[src/rtl/c432_response_analyzer.sv]
// Response analyzer for the c432 trojan-detection flow: compacts golden and
// suspect output streams into MISR signatures and accumulates mismatch statistics.
module c432_response_analyzer #(
  parameter int                NOUT      = 7,
  parameter int                CNT_W     = 16,
  parameter int                MISR_W    = 16,
  parameter logic [MISR_W-1:0] MISR_POLY = 16'h1021,
  parameter logic [MISR_W-1:0] MISR_SEED = 16'h0000
) (
  input  logic                 clk,
  input  logic                 rst,
  input  logic                 start,
  input  logic                 abort,
  input  logic [CNT_W-1:0]     num_patterns,
  input  logic                 in_valid,
  output logic                 in_ready,
  input  logic [NOUT-1:0]      golden,
  input  logic [NOUT-1:0]      suspect,
  output logic                 busy,
  output logic                 done,
  output logic [MISR_W-1:0]    misr_g,
  output logic [MISR_W-1:0]    misr_s,
  output logic [CNT_W-1:0]     mismatch_cnt,
  output logic [CNT_W+2:0]     hamming_sum,
  output logic [NOUT-1:0]      bit_fail_mask,
  output logic [CNT_W-1:0]     first_fail_idx,
  output logic                 first_fail_vld,
  output logic                 trojan_flag
);

  localparam int HS_W = CNT_W + 3;
  localparam int PC_W = $clog2(NOUT + 1);

  localparam logic [1:0] S_IDLE = 2'd0;
  localparam logic [1:0] S_RUN  = 2'd1;
  localparam logic [1:0] S_DONE = 2'd2;

  logic [1:0]        state_q, state_d;
  logic [CNT_W-1:0]  idx_q, idx_d;
  logic [CNT_W-1:0]  num_q, num_d;
  logic [MISR_W-1:0] misr_g_q, misr_g_d;
  logic [MISR_W-1:0] misr_s_q, misr_s_d;
  logic [CNT_W-1:0]  mismatch_cnt_q, mismatch_cnt_d;
  logic [HS_W-1:0]   hamming_sum_q, hamming_sum_d;
  logic [NOUT-1:0]   bit_fail_mask_q, bit_fail_mask_d;
  logic [CNT_W-1:0]  first_fail_idx_q, first_fail_idx_d;
  logic              first_fail_vld_q, first_fail_vld_d;

  logic [NOUT-1:0]   diff;
  logic [PC_W-1:0]   popcnt;
  logic              xfer;

  function automatic logic [MISR_W-1:0] misr_step(input logic [MISR_W-1:0] m,
                                                  input logic [NOUT-1:0]   v);
    misr_step = {m[MISR_W-2:0], 1'b0} ^ (m[MISR_W-1] ? MISR_POLY : '0) ^ MISR_W'(v);
  endfunction

  always_comb begin
    diff   = golden ^ suspect;
    popcnt = '0;
    for (int unsigned i = 0; i < NOUT; i++) begin
      popcnt = popcnt + PC_W'(diff[i]);
    end
  end

  assign xfer = (state_q == S_RUN) && in_valid;

  always_comb begin
    state_d          = state_q;
    idx_d            = idx_q;
    num_d            = num_q;
    misr_g_d         = misr_g_q;
    misr_s_d         = misr_s_q;
    mismatch_cnt_d   = mismatch_cnt_q;
    hamming_sum_d    = hamming_sum_q;
    bit_fail_mask_d  = bit_fail_mask_q;
    first_fail_idx_d = first_fail_idx_q;
    first_fail_vld_d = first_fail_vld_q;

    if ((state_q == S_RUN || state_q == S_DONE) && abort) begin
      // abort wins over start and over a same-cycle transfer; results are kept
      state_d = S_IDLE;
    end else if ((state_q == S_IDLE || state_q == S_DONE) && start) begin
      num_d            = num_patterns;
      idx_d            = '0;
      misr_g_d         = MISR_SEED;
      misr_s_d         = MISR_SEED;
      mismatch_cnt_d   = '0;
      hamming_sum_d    = '0;
      bit_fail_mask_d  = '0;
      first_fail_idx_d = '0;
      first_fail_vld_d = 1'b0;
      state_d          = (num_patterns == '0) ? S_DONE : S_RUN;
    end else if (xfer) begin
      misr_g_d        = misr_step(misr_g_q, golden);
      misr_s_d        = misr_step(misr_s_q, suspect);
      hamming_sum_d   = hamming_sum_q + HS_W'(popcnt);
      bit_fail_mask_d = bit_fail_mask_q | diff;
      if (diff != '0) begin
        if (mismatch_cnt_q != '1) begin
          mismatch_cnt_d = mismatch_cnt_q + CNT_W'(1);
        end
        if (!first_fail_vld_q) begin
          first_fail_idx_d = idx_q;
          first_fail_vld_d = 1'b1;
        end
      end
      idx_d = idx_q + CNT_W'(1);
      if (idx_q == num_q - CNT_W'(1)) begin
        state_d = S_DONE;
      end
    end
  end

  always_ff @(posedge clk or posedge rst) begin
    if (rst) begin
      state_q          <= S_IDLE;
      idx_q            <= '0;
      num_q            <= '0;
      misr_g_q         <= MISR_SEED;
      misr_s_q         <= MISR_SEED;
      mismatch_cnt_q   <= '0;
      hamming_sum_q    <= '0;
      bit_fail_mask_q  <= '0;
      first_fail_idx_q <= '0;
      first_fail_vld_q <= 1'b0;
    end else begin
      state_q          <= state_d;
      idx_q            <= idx_d;
      num_q            <= num_d;
      misr_g_q         <= misr_g_d;
      misr_s_q         <= misr_s_d;
      mismatch_cnt_q   <= mismatch_cnt_d;
      hamming_sum_q    <= hamming_sum_d;
      bit_fail_mask_q  <= bit_fail_mask_d;
      first_fail_idx_q <= first_fail_idx_d;
      first_fail_vld_q <= first_fail_vld_d;
    end
  end

  assign in_ready       = (state_q == S_RUN);
  assign busy           = (state_q == S_RUN);
  assign done           = (state_q == S_DONE);
  assign misr_g         = misr_g_q;
  assign misr_s         = misr_s_q;
  assign mismatch_cnt   = mismatch_cnt_q;
  assign hamming_sum    = hamming_sum_q;
  assign bit_fail_mask  = bit_fail_mask_q;
  assign first_fail_idx = first_fail_idx_q;
  assign first_fail_vld = first_fail_vld_q;
  assign trojan_flag    = done & ((mismatch_cnt_q != '0) | (misr_g_q != misr_s_q));

endmodule

[config.mk]
export PLATFORM = sky130hd
export DESIGN_NAME = c432_response_analyzer
export DESIGN_NICKNAME = d
export VERILOG_FILES = /design/src/rtl/c432_response_analyzer.sv
export SDC_FILE = /design/constraint.sdc
export NUM_CORES = 1
export LEC_CHECK = 0
export ABC_AREA = 1
export BUFFER_PORTS_ARGS = -buffer_cell sky130_fd_sc_hd__buf_4
export CELL_PAD_IN_SITES_DETAIL_PLACEMENT = 2
export CELL_PAD_IN_SITES_GLOBAL_PLACEMENT = 2
export CORE_UTILIZATION = 30
export CTS_BUF_LIST = sky130_fd_sc_hd__clkbuf_8
export DETAILED_ROUTE_END_ITERATION = 8
export HOLD_SLACK_MARGIN = 0.06
export PLACE_DENSITY = 0.75
export SETUP_SLACK_MARGIN = 0.5
export SLEW_MARGIN = 5
export SYNTH_ARGS = -nofsm -noshare
export SYNTH_HDL_FRONTEND = slang
export SYNTH_SLANG_ARGS = --single-unit
[constraint.sdc]
create_clock -name clk -period 4.1 [get_ports clk]
set_clock_uncertainty 0.2 [all_clocks]
set_input_delay 0.41 -clock clk [delete_from_list [all_inputs] [get_ports clk]]
set_output_delay 0.41 -clock clk [all_outputs]
set_load 0.1 [all_outputs]
==> flow_metrics.py <==
metrics = {
    "status": {
        "status": "complete, no violations",
    },
    "route": {
        "wl_per_cell_microns": 18.5,
        "drt_wl_total_mm": 25.8,
        "drcViolationCount": 0,
        "viasPerCell": 4.89,
        "initialDrtViolationCount": 177,
        "drt_pass1_iterations": 4,
        "vias": 6835,
        "ant_nets": 0,
    },
    "clocking": {
        "cts_tree": "built",
        "clock_latency_ps": 440,
        "numCtsBuffers": 17,
        "cts-root-buf": "clkbuf_8",
        "clk_transition_reported_paths_ps": 80,
        "htreeDepth": 4,
        "clockBufferDepth": 2,
        "cts.sinks": 125,
    },
    "pwr": {
        "power_mw": 6.63,
        "peakVddDrop_mv": 0.386,
        "leakage_nw": 4.44,
        "powerDensity_nw_per_um2": 728,
    },
    "floorplanning": {
        "row_count": 56,
        "fp.dieArea_sq_um": 24400,
        "core-area_sq_um": 23400,
        "die_height_microns": 156,
        "start_util": 0.304,
        "die_w_microns": 156,
        "pin_count": 130,
    },
    "grt": {
        "overflow": 0,
        "grt_pass1_vias": 7701,
        "grtUsageTotal": 0.225,
        "grt_max_degree": 66,
        "antenna_found_initial": 0,
        "grt_pass1_wl_mm": 42.3,
    },
    "critical_path": {
        "critPathKind": "register to register",
        "arrival_ps": 3670,
        "end_kind": "register",
        "crit_required_ps": 4230,
        "crit_fanout": 5,
        "crit_path_start_kind": "register",
    },
    "synthesis": {
        "synth_common_cells": "nand2_1 (239), dfrtp_1 (125), inv_1 (102)",
        "synth_area_leaders": "dfrtp_1 (44%), nand2_1 (13%), xor2_1 (5.5%)",
        "avgSynthCellArea_sq_um": 7.79,
        "synth_ff_type": "dfrtp_1",
        "synthArstFlopShare": 1.00,
        "ys_ff_latch": 125,
        "synth_top_cell_area_share": 0.439,
        "syn_inst": 914,
        "ys_types": 45,
        "synth_most_common_cell": "nand2_1",
        "synth_edf_count": 0,
        "ys_seq_area_frac": 0.439,
        "yosysWarnings": 0,
        "synth_fp_nets": 967,
        "synth_top_cell_by_area": "dfrtp_1",
        "synth_area_sq_um": 7120,
    },
    "placed_design": {
        "port_buffers": 129,
        "dp_hpwl_mm": 19.0,
        "post_dp_cell_area_sq_um": 8470,
        "routabilityCongestion": 0.836,
    },
    "final_layout": {
        "seq_area_sq_um": 3130,
        "fillCellCount": 2745,
        "multi_input_area_sq_um": 3510,
        "drive_gt1_frac": 0.193,
        "area_growth_pct": 27.8,
        "fin_util": 0.389,
        "final_area_sq_um": 9100,
        "nets": 1118,
        "antenna_cells": 0,
    },
    "worst_hold_path": {
        "hold_path.class": "input pin to register",
    },
    "timing": {
        "maxSlewHeadroom": 0.381,
        "slew_violations": 0,
        "max_freq_mhz": 282,
        "worst_slew_pin_slew_ps": 928,
        "finalHoldViolations": 0,
        "period_needed_ps": 3540,
        "rsz0062_at_grt": "true",
        "setup_viol": 0,
        "finalCritPeriodShare": 0.864,
    },
    "job": {
        "drv_cap": 0,
    },
}
[cell usage in the layout (no fill, tap or decap), drive strengths merged, types with 2 or more instances in the layout]
cell type | netlist | final
fa | 4 | 4
o31ai | 9 | 9
inv | 106 | 106
clkinvlp | 0 | 6
clkbuf | 17 | 20
o21ai | 60 | 60
nand3b | 5 | 5
dfrtp | 125 | 125
or2 | 4 | 4
o21a | 4 | 4
nor3b | 2 | 2
nor2 | 84 | 84
a31oi | 2 | 2
a22o | 2 | 2
o22ai | 17 | 17
nand4 | 16 | 16
ha | 14 | 14
xor2 | 45 | 45
dlygate4sd3 | 0 | 19
clkinv | 1 | 6
a21oi | 29 | 29
buf | 12 | 142
nand3 | 61 | 61
nor4 | 10 | 10
nand2 | 240 | 240
xnor2 | 17 | 17
nor3 | 21 | 21
[logic make-up after synthesis]
kind of cell,after synthesis,share of synthesized area
flops,125,0.439
compound gates,127,0.102
buf+inv,136,0.0757
xor+xnor,62,0.0762
simple gates,446,0.271
fa+ha+maj,18,0.0358
[through the flow]
step                      hold WS, ps  worst slack, ps  TNS, ps  cells
after floorplan                   261              356        0    914
after global placement            258            -42.9    -42.9   1342
after detailed placement          267             -126     -141   1342
after CTS                        73.4              499        0   1396
after global routing             96.1              378        0   1397
final                            98.2              558        0   1397
[repair_timing]
item | CTS | global route
hold endpoints to repair | 45 | 0
hold buffers | 19 | 0
buffers inserted | 3 | 1
gates resized for setup | 2 | 3
setup endpoints to repair | 2 | 9
pin swaps | 1 | 2
[per-layer routing]
metal	GRT usage	up-vias	wire length, microns	part of all wire
met2	0.407	73	13600	0.52
met5	0	-	0	0
met4	0.0565	0	400	0.015
li1	-	3252	-	-
met3	0.0442	20	700	0.027
met1	0.271	3490	11200	0.43
[worst max-delay path, cell delays in order (launching register included)]
cell and delay [ps]:
dfrtp_2 420, fa_1 450, fa_1 500, inv_1 50, fa_1 470, inv_1 40, ha_2 190, fa_2 360
nand3_2 80, nand3_2 80, nand2_2 90, nor2_4 50, buf_4 160, nand4_1 60, inv_1 50, o21ai_1 110
a21oi_1 70
[flip-flops by register name (all words and copies together) (netlist names)]
| signal | cells |
|---|---|
| bit_fail_mask | 7 |
| first_fail_idx | 16 |
| first_fail_vld | 1 |
| hamming_sum | 19 |
| idx_q | 16 |
| mismatch_cnt | 16 |
| misr_g | 16 |
| misr_s | 16 |
| num_q | 16 |
| state_q | 2 |
[area by class of cell]
cell class,instances,share of cell area
clock buffer,20,0.0302
clock inverter,12,0.0124
timing repair buffer,161,0.139
sequential,125,0.344
multi-input combinational,653,0.386
tap,319,0.0438
inverter,107,0.0448
[where the power goes]
group	switching, mW	internal (mW)
Clock	0.565	0.529
Sequential	0.328	1.49
Combinational	2.80	0.906
Total	3.70	2.93
[path summary, 6_finish.rpt]
check	from	end	slack, ps	cells after the start
min in group asynchronous	rst	misr_g[8]$_DFFE_PP0P_	420	3
worst max-delay path	hamming_sum[0]$_DFFE_PP0P_	hamming_sum[18]$_DFFE_PP0P_	560	16
worst max register to register	hamming_sum[0]$_DFFE_PP0P_	hamming_sum[18]$_DFFE_PP0P_	560	16
worst min register to register	first_fail_idx[2]$_DFFE_PP0P_	first_fail_idx[2]$_DFFE_PP0P_	280	2
max in group asynchronous	rst	hamming_sum[0]$_DFFE_PP0P_	2370	4
worst min-delay path	golden[3]	misr_g[3]$_DFFE_PP0P_	100	3
Note: power is estimated with default switching activity, not from simulation.
